<file path="src/rtl/sequencer.sv">
// Control sequencer for the basic processor.
// Fetches each instruction over sysbus through the shared MAR/MDR memory
// protocol, then drives the PC, IR, ACC, ALU and memory strobes needed to
// execute it. Also counts retired instructions.
// Strobes are a Moore decode of the state register (plus op / z_flag in the
// states that inspect them). While reset is high every output reads 0.
module sequencer #(
    parameter int WORD_W = 8,
    parameter int OP_W   = 3,
    parameter int CNT_W  = 16
) (
    input  logic             clock,
    input  logic             reset,
    input  logic [OP_W-1:0]  op,
    input  logic             z_flag,
    output logic             PC_bus,
    output logic             load_PC,
    output logic             INC_PC,
    output logic             load_IR,
    output logic             Addr_bus,
    output logic             load_MAR,
    output logic             MDR_bus,
    output logic             load_MDR,
    output logic             CS,
    output logic             R_NW,
    output logic             ACC_bus,
    output logic             load_ACC,
    output logic [2:0]       ALU_op,
    output logic             fetching,
    output logic             halted,
    output logic [CNT_W-1:0] instr_cnt
);

    // The opcode field must leave room for an address field in the word.
    if (OP_W >= WORD_W) begin : g_bad_width
        $error("sequencer: OP_W must be narrower than WORD_W");
    end

    // Opcode encodings of the instruction set.
    localparam logic [OP_W-1:0] OP_LOAD  = OP_W'(0);
    localparam logic [OP_W-1:0] OP_STORE = OP_W'(1);
    localparam logic [OP_W-1:0] OP_ADD   = OP_W'(2);
    localparam logic [OP_W-1:0] OP_SUB   = OP_W'(3);
    localparam logic [OP_W-1:0] OP_XOR   = OP_W'(4);
    localparam logic [OP_W-1:0] OP_COMP  = OP_W'(5);
    localparam logic [OP_W-1:0] OP_BNE   = OP_W'(6);
    localparam logic [OP_W-1:0] OP_HALT  = OP_W'(7);

    // ALU function codes.
    localparam logic [2:0] ALU_PASS = 3'd0;
    localparam logic [2:0] ALU_ADD  = 3'd1;
    localparam logic [2:0] ALU_SUB  = 3'd2;
    localparam logic [2:0] ALU_XOR  = 3'd3;
    localparam logic [2:0] ALU_COMP = 3'd4;

    typedef enum logic [3:0] {
        FETCH_A = 4'd0,
        FETCH_M = 4'd1,
        FETCH_I = 4'd2,
        DECODE  = 4'd3,
        OPER_M  = 4'd4,
        OPER_X  = 4'd5,
        STORE_D = 4'd6,
        STORE_M = 4'd7,
        HALT_ST = 4'd8
    } state_t;

    state_t           state;
    logic [CNT_W-1:0] cnt;
    logic             retire;

    // State transitions and retired-instruction counter (wraps silently).
    always_ff @(posedge clock) begin
        if (reset) begin
            state <= FETCH_A;
            cnt   <= '0;
        end else begin
            if (retire) begin
                cnt <= cnt + CNT_W'(1);
            end
            case (state)
                FETCH_A: state <= FETCH_M;
                FETCH_M: state <= FETCH_I;
                FETCH_I: state <= DECODE;
                DECODE: begin
                    case (op)
                        OP_LOAD, OP_ADD, OP_SUB, OP_XOR: state <= OPER_M;
                        OP_STORE:                        state <= STORE_D;
                        OP_HALT:                         state <= HALT_ST;
                        default:                         state <= FETCH_A;
                    endcase
                end
                OPER_M:  state <= OPER_X;
                OPER_X:  state <= FETCH_A;
                STORE_D: state <= STORE_M;
                STORE_M: state <= FETCH_A;
                HALT_ST: state <= HALT_ST;
                // Any corrupted encoding restarts at an instruction fetch.
                default: state <= FETCH_A;
            endcase
        end
    end

    // Strobe decode from the current state; reset masks everything to 0.
    always_comb begin
        PC_bus   = 1'b0;
        load_PC  = 1'b0;
        INC_PC   = 1'b0;
        load_IR  = 1'b0;
        Addr_bus = 1'b0;
        load_MAR = 1'b0;
        MDR_bus  = 1'b0;
        load_MDR = 1'b0;
        CS       = 1'b0;
        R_NW     = 1'b0;
        ACC_bus  = 1'b0;
        load_ACC = 1'b0;
        ALU_op   = ALU_PASS;
        fetching = 1'b0;
        halted   = 1'b0;
        retire   = 1'b0;
        case (state)
            FETCH_A: begin
                PC_bus   = 1'b1;
                load_MAR = 1'b1;
                load_PC  = 1'b1;
                INC_PC   = 1'b1;
                fetching = 1'b1;
            end
            FETCH_M: begin
                CS       = 1'b1;
                R_NW     = 1'b1;
                fetching = 1'b1;
            end
            FETCH_I: begin
                MDR_bus  = 1'b1;
                load_IR  = 1'b1;
                fetching = 1'b1;
            end
            DECODE: begin
                case (op)
                    OP_LOAD, OP_ADD, OP_SUB, OP_XOR, OP_STORE: begin
                        Addr_bus = 1'b1;
                        load_MAR = 1'b1;
                    end
                    OP_COMP: begin
                        ALU_op   = ALU_COMP;
                        load_ACC = 1'b1;
                        retire   = 1'b1;
                    end
                    OP_BNE: begin
                        // Branch taken only when the last result was non-zero.
                        Addr_bus = ~z_flag;
                        load_PC  = ~z_flag;
                        retire   = 1'b1;
                    end
                    default: begin
                        // HALT and any unassigned code retire with no strobes.
                        retire = 1'b1;
                    end
                endcase
            end
            OPER_M: begin
                CS   = 1'b1;
                R_NW = 1'b1;
            end
            OPER_X: begin
                MDR_bus  = 1'b1;
                load_ACC = 1'b1;
                retire   = 1'b1;
                case (op)
                    OP_ADD:  ALU_op = ALU_ADD;
                    OP_SUB:  ALU_op = ALU_SUB;
                    OP_XOR:  ALU_op = ALU_XOR;
                    default: ALU_op = ALU_PASS;
                endcase
            end
            STORE_D: begin
                ACC_bus  = 1'b1;
                load_MDR = 1'b1;
            end
            STORE_M: begin
                CS     = 1'b1;
                R_NW   = 1'b0;
                retire = 1'b1;
            end
            HALT_ST: begin
                halted = 1'b1;
            end
            default: begin
                retire = 1'b0;
            end
        endcase
        if (reset) begin
            PC_bus   = 1'b0;
            load_PC  = 1'b0;
            INC_PC   = 1'b0;
            load_IR  = 1'b0;
            Addr_bus = 1'b0;
            load_MAR = 1'b0;
            MDR_bus  = 1'b0;
            load_MDR = 1'b0;
            CS       = 1'b0;
            R_NW     = 1'b0;
            ACC_bus  = 1'b0;
            load_ACC = 1'b0;
            ALU_op   = ALU_PASS;
            fetching = 1'b0;
            halted   = 1'b0;
            retire   = 1'b0;
        end
    end

    assign instr_cnt = reset ? '0 : cnt;

endmodule
</file>
<file path="config.mk">
export PLATFORM = sky130hd
export DESIGN_NAME = sequencer
export DESIGN_NICKNAME = d
export VERILOG_FILES = /design/src/rtl/sequencer.sv
export SDC_FILE = /design/constraint.sdc
export NUM_CORES = 1
export LEC_CHECK = 0
export CORE_MARGIN = 1.5
export CORE_UTILIZATION = 46
export DETAILED_ROUTE_END_ITERATION = 12
export HOLD_SLACK_MARGIN = 0.06
export PLACE_DENSITY = 0.8
export SLEW_MARGIN = 20
export SYNTH_ARGS = -nofsm -noshare
export SYNTH_HDL_FRONTEND = slang
export SYNTH_SLANG_ARGS = --single-unit
</file>
<file path="constraint.sdc">
create_clock -name clock -period 1.9 [get_ports clock]
set_input_delay 0.38 -clock clock [delete_from_list [all_inputs] [get_ports clock]]
set_output_delay 0.38 -clock clock [all_outputs]
set_load 0.03 [all_outputs]
</file>
==> results of run 1 <==
-- state kept, by name, summed over array words and instances (netlist names) --
register / count
cnt: 16
state: 4
-- stage by stage --
stage	utilization (%)	setup TNS (ps)	std cells	cell area [um^2]	hold WS, ps
finish	77.0	-227	249	1960	520
floorplan	-	-702	162	1320	497
global placement	68.2	-3870	237	1740	512
global route	77.0	-889	249	1960	543
CTS	74.1	-373	248	1890	555
detailed placement	68.2	-5020	237	1740	537
-- timing repair --
action	CTS	global route
pin swaps	5	4
setup buffers	8	1
resized for setup	25	17
cloned	0	0
setup endpoints to repair	26	11
-- worst reg2reg max path, cell delays in order (launching register included) --
cell and delay, ps:
dfxtp_1 430, and4_4 290, nand4_4 160, nor4_2 300
mux2_2 360
-- cell usage in the layout, fill, tap and decap left out, types with 3 or more instances in the layout --
cell type	n
or4_1	5
nor2_1	17
nor3_1	8
buf_4	44
xor2_1	3
mux2_2	7
nand2_1	15
nand3_1	4
a21oi_1	3
nor2b_1	16
dfxtp_2	3
clkbuf_4	3
inv_1	6
dfxtp_1	16
o21ai_0	7
buf_6	16
-- cell families after synthesis --
family,Yosys count,share of synthesized area (%)
AOI/OAI and AO/OA,21,12.0
xor gates and xnor gates,5,3.44
adders and majority gates,1,0.981
buffers and inverters,17,6.28
DFF,20,31.4
muxes,8,6.97
and+or+nand+nor,90,39.0
-- metal layers --
layer  part of all wire [%]  routed length (um)  global-route usage, %
met3                    4.0                 133                   3.49
met4                    1.0                  34                   6.27
met5                      0                   0                      0
met1                     42                1380                   24.8
met2                     53                1780                   41.2
-- power groups by stage --
stage               registers (mW)  logic, mW  clock network, mW
global route                 0.440      0.232              0.211
floorplan                    0.438      0.119                  0
finish                       0.438      0.217              0.193
detailed placement           0.446      0.182                  0
CTS                          0.439      0.201              0.204
global placement             0.445      0.177                  0
-- worst max-delay path by stage --
stage	to	slack (ps)
floorplan	load_PC	-150
global placement	load_PC	-390
detailed placement	load_PC	-450
CTS	ALU_op[2]	-120
global route	load_PC	-120
finish	load_PC	-60
-- synthesized netlist by cell type (3+ instances only) --
| master | number | area share, % |
|---|---|---|
| inv_1 | 6 | 1.8 |
| or4_1 | 5 | 2.9 |
| nand3_1 | 4 | 1.6 |
| nor2b_1 | 17 | 8.3 |
| a21oi_1 | 5 | 2.0 |
| nor3_1 | 10 | 3.9 |
| nand2_1 | 17 | 5.0 |
| xor2_1 | 3 | 2.1 |
| dfxtp_1 | 20 | 31 |
| buf_2 | 6 | 2.4 |
| mux2_2 | 7 | 6.2 |
| o21ai_0 | 8 | 3.1 |
| nor2_1 | 20 | 5.9 |
-- final cells by class --
cell class                 instances  area, um^2  share of cell area, %
multi-input combinational        125         908                   46.4
timing repair buffer              65         561                   28.6
sequential                        20         408                   20.8
tap                               30        37.5                   1.92
clock buffer                       3        22.5                   1.15
inverter                           6        22.5                   1.15
==> impl_metrics.yaml, run 1 <==
yosys:
  ys_seq_elements: 20
  netlist-cell-type-count: 43
  synthesis.nets: 169
  async_reset_ff_share_pct: 0
  netlist_instances: 162
  yosysSeqAreaShare_pct: 31.4
  avgSynthCellArea_um2: 7.87
  ys.flop_type: "dfxtp_1"
  syn_area_um2: 1270
  synth-warning-count: 0
  synth_edf_count: 0
global_route:
  groute.usage.overall_pct: 21.8
  antenna_found_initial: 0
  grt_max_degree: 21
  grt_pass1_vias: 1271
  grt_pass1_wl_um: 5520
  grt_remaining_overflow: 0
placement:
  pre_cts_slack_ps: -450
  portBuffers: 38
  place.gp.congestion: 0.812
  dp_hpwl_um: 2440
clocking:
  cts_tree: "built"
  clk_latency_ps: 290
  cts_buffers: 3
  cts.sinks: 20
  path_clk_slew_ps: 100
  cts-htree-levels: 1
  clock_path_buffers: 2
  cts_root_buffer: "clkbuf_4"
  holdBufCountCts: 0
pwr:
  switchingPower_mw: 0.253
  p_seq_share_pct: 51.7
  switching_share_pct: 29.8
  leakagePower_nw: 0.898
  p_clk_share_pct: 22.7
  p_int_mw: 0.595
  power.density_nw_per_um2: 433
  power_mw: 0.848
  ir_worst_vdd_mv: 0.334
  pwr-share-comb_pct: 25.6
floorplanning:
  die_w_um: 55.6
  die_h_um: 55.6
  core_area_um2: 2540
  rows: 18
  die-area_um2: 3100
  ios: 39
  start_util_pct: 50.1
critical_path:
  critPathRequiredTime_ps: 1520
  worst-path-stages: 7
  cp-end-kind: "output port"
  r2r_start: "cnt[3]$_SDFFE_PP0P_"
  reg2reg_slack_ps: 260
  crit_arrival_ps: 1580
  cp_slowest_cell: "dfxtp_2"
  cp_top_family: "buffers and inverters"
  worstPathMaxFanout: 3
  cp_cell_sequence: "or2_4, nor2_4, buf_4, buf_4, nand2_4, o41ai_4, buf_4"
  cp-startpoint: "state[3]$_SDFF_PP0_"
  cp_slowest_stage_delay_ps: 340
  crit_buf_inv: 3
  cp_common_cell: "buf_4"
  crit_type: "reg -> out"
  ff2ff_path_depth: 4
  worstReg2RegEnd: "cnt[15]$_SDFFE_PP0P_"
  cp-start-kind: "flip-flop"
sta:
  period_share_pct: 103
  fmax_mhz: 511
  tightest_slew_ps: 404
  skew_ps: 6.34
  final-setup-viol-count: 9
  report.final.slew_viol_count: 0
  relSlewSlack_pct: 72.8
  report.final.hold_viol_count: 0
  period_minus_slack_ps: 1960
  fin_ws_ps: -55.1
  rsz0062_at_grt: "yes"
drt:
  drc: 0
  drtIter0Drc: 37
  drtPass1Iterations: 4
  routed_wl_um: 3330
  postRouteAntennaNets: 0
  viasPerCell: 5.43
  wl_per_cell_um: 13.4
  vias: 1352
run:
  drv_cap: 0
hold_path:
  hold_class: "reg -> reg"
  min_from: "state[2]$_SDFF_PP0_"
  hold_end: "state[3]$_SDFF_PP0_"
  holdPathStages: 1
layout:
  fillers: 178
  nets: 228
  drive_gt1_share_pct: 43.8
  n_antenna_cell: 0
  area_delta_synth_final_pct: 53.7
run_status:
  violations: "negative setup slack"
  outcome: "finished, violations left"
No activity file was read; power rests on OpenSTA's default activity.
==> inputs of run 2 (changes only) <==
- CORE_ASPECT_RATIO: not set -> 0.7
==> run 2 against run 1 <==
  * Sequential power is essentially flat
  * The run still ends with negative setup slack left
  * Clock skew shrank 4.1 ps
  * Final area shrank 4.0%
  * Highest routed layer unchanged
  * Hold slack gained 24 ps
  * Wire length grew 13%
  * Via count grew 2.6%
  * Flip-flop and latch count is the same
  * Largest power group unchanged
  * Combinational power shrank 5%
  * First-iteration DRC count grew 110%
  * Critical endpoint is now ALU_op[2]
  * Critical path depth shrank 1
==> impl_metrics.yaml, run 2 (synthesis results as in run 1) <==
drt:
  routed_wl_um: 3770
  vias: 1387
  drc: 0
  postRouteAntennaNets: 0
  drtIter0Drc: 78
  wl_per_cell_um: 15.4
  viasPerCell: 5.68
  drtPass1Iterations: 4
placement:
  portBuffers: 38
  place.gp.congestion: 0.761
  dp_hpwl_um: 2540
clocking:
  path_clk_slew_ps: 70
  cts.sinks: 20
  cts-htree-levels: 1
  clk_latency_ps: 270
  clock_path_buffers: 2
  cts_buffers: 3
  cts_tree: "built"
  cts_root_buffer: "clkbuf_8"
layout:
  final-seq-area_um2: 403
  layout_commonest_cell: "buf_4"
  largest_reg_flops: 16
  multiInputGateArea_um2: 901
  largest_register: "cnt"
  n_antenna_cell: 0
  drive_gt1_share_pct: 41.0
  fillers: 201
  final_cell_mix: "buf_4, dfxtp_1, nor2_1"
  nets: 219
  largestRegisters: "cnt: 16 flops, state: 4 flops"
  area_delta_synth_final_pct: 47.5
global_route:
  grt_pass1_wl_um: 5480
  grt_remaining_overflow: 0
  grt_pass1_vias: 1223
  antenna_found_initial: 0
  grt_max_degree: 37
  groute.usage.overall_pct: 23.8
sta:
  rsz0062_at_grt: "yes"
  finalSetupTns_ps: -164
  fmax_mhz: 507
  skew_ps: 2.21
  period_minus_slack_ps: 1970
  relSlewSlack_pct: 74.3
  report.final.slew_viol_count: 0
  final-setup-viol-count: 6
  period_share_pct: 104
  report.final.hold_viol_count: 0
  fin_ws_ps: -72.7
  tightest_slew_ps: 381
critical_path:
  critPathRequiredTime_ps: 1520
  cp_slowest_cell: "dfxtp_1"
  cp-start-kind: "flip-flop"
  worstPathMaxFanout: 4
  crit_arrival_ps: 1590
  cp_top_family: "simple AND/OR/NAND/NOR gates"
  crit_buf_inv: 2
  cp-end-kind: "output port"
  crit_type: "reg -> out"
  cp_cell_sequence: "or2_4, nor2_4, nand3_4, buf_6, nor3_2, buf_4"
  cp_slowest_stage_delay_ps: 320
floorplanning:
  ios: 39
  die_w_um: 65.9
  die-area_um2: 3100
  rows: 15
  core_area_um2: 2550
  die_h_um: 47.0
  start_util_pct: 50.0
hold_path:
  hold_class: "reg -> reg"
pwr:
  leakagePower_nw: 0.838
  power_mw: 0.937
  power.density_nw_per_um2: 498
  ir_worst_vdd_mv: 0.422
run:
  drv_cap: 0
run_status:
  violations: "negative setup slack"
  outcome: "finished, violations left"
==> run 2: cell types whose count changed in the layout (fill, tap and decap cells not counted), moves of 2 or more <==
cell / previous run / this run
buf_4: 44 / 39
clkbuf_8: 0 / 3
buf_6: 16 / 12
clkbuf_4: 3 / 0
dfxtp_1: 16 / 18
==> run 2: path summary, 6_finish.rpt <==
kind / from / endpoint / slack, ps / depth (start not counted)
max: state[3]$_SDFF_PP0_ / ALU_op[2] / -70 / 6
min: state[0]$_SDFF_PP0_ / state[0]$_SDFF_PP0_ / 540 / 1
max reg2reg: cnt[3]$_SDFFE_PP0P_ / cnt[15]$_SDFFE_PP0P_ / 230 / 4
min reg2reg: state[0]$_SDFF_PP0_ / state[0]$_SDFF_PP0_ / 540 / 1
==> run 2: power by group <==
group	internal (mW)	switching [mW]	total, mW
combinational	0.0850	0.122	0.207
clock	0.142	0.149	0.290
sequential	0.425	0.0142	0.439
total	0.652	0.285	0.937
==> run 2: what timing repair did <==
action	in CTS	in global routing
hold buffers	0	0
resized for setup	22	13
pin swaps	5	1
setup endpoints to repair	17	13
endpoints found under the hold margin	0	0
setup buffers	2	0
==> run 2: area by class of cell <==
cell class | instances | area share (%)
tap | 34 | 2.26
multi-input combinational | 125 | 47.9
timing repair buffer | 56 | 25.0
inverter | 6 | 1.20
sequential | 20 | 21.4
clock buffer | 3 | 2.20
==> run 2: metal layers <==
| layer | track usage, % | share of wire, % |
|---|---|---|
| met2 | 40.0 | 51 |
| met3 | 6.00 | 4.5 |
| met1 | 30.7 | 44 |
| met5 | 0 | 0 |
| met4 | 7.92 | 1.0 |
==> run 2: through the flow <==
step	util, %	hold slack (ps)	instances	setup slack (ps)	instance area, um^2
floorplan	-	497	162	-154	1320
global placement	67.6	520	239	-373	1730
detailed placement	67.6	545	239	-389	1730
CTS	72.0	517	244	-118	1840
global route	73.7	562	244	-115	1880
finish	73.7	544	244	-72.7	1880
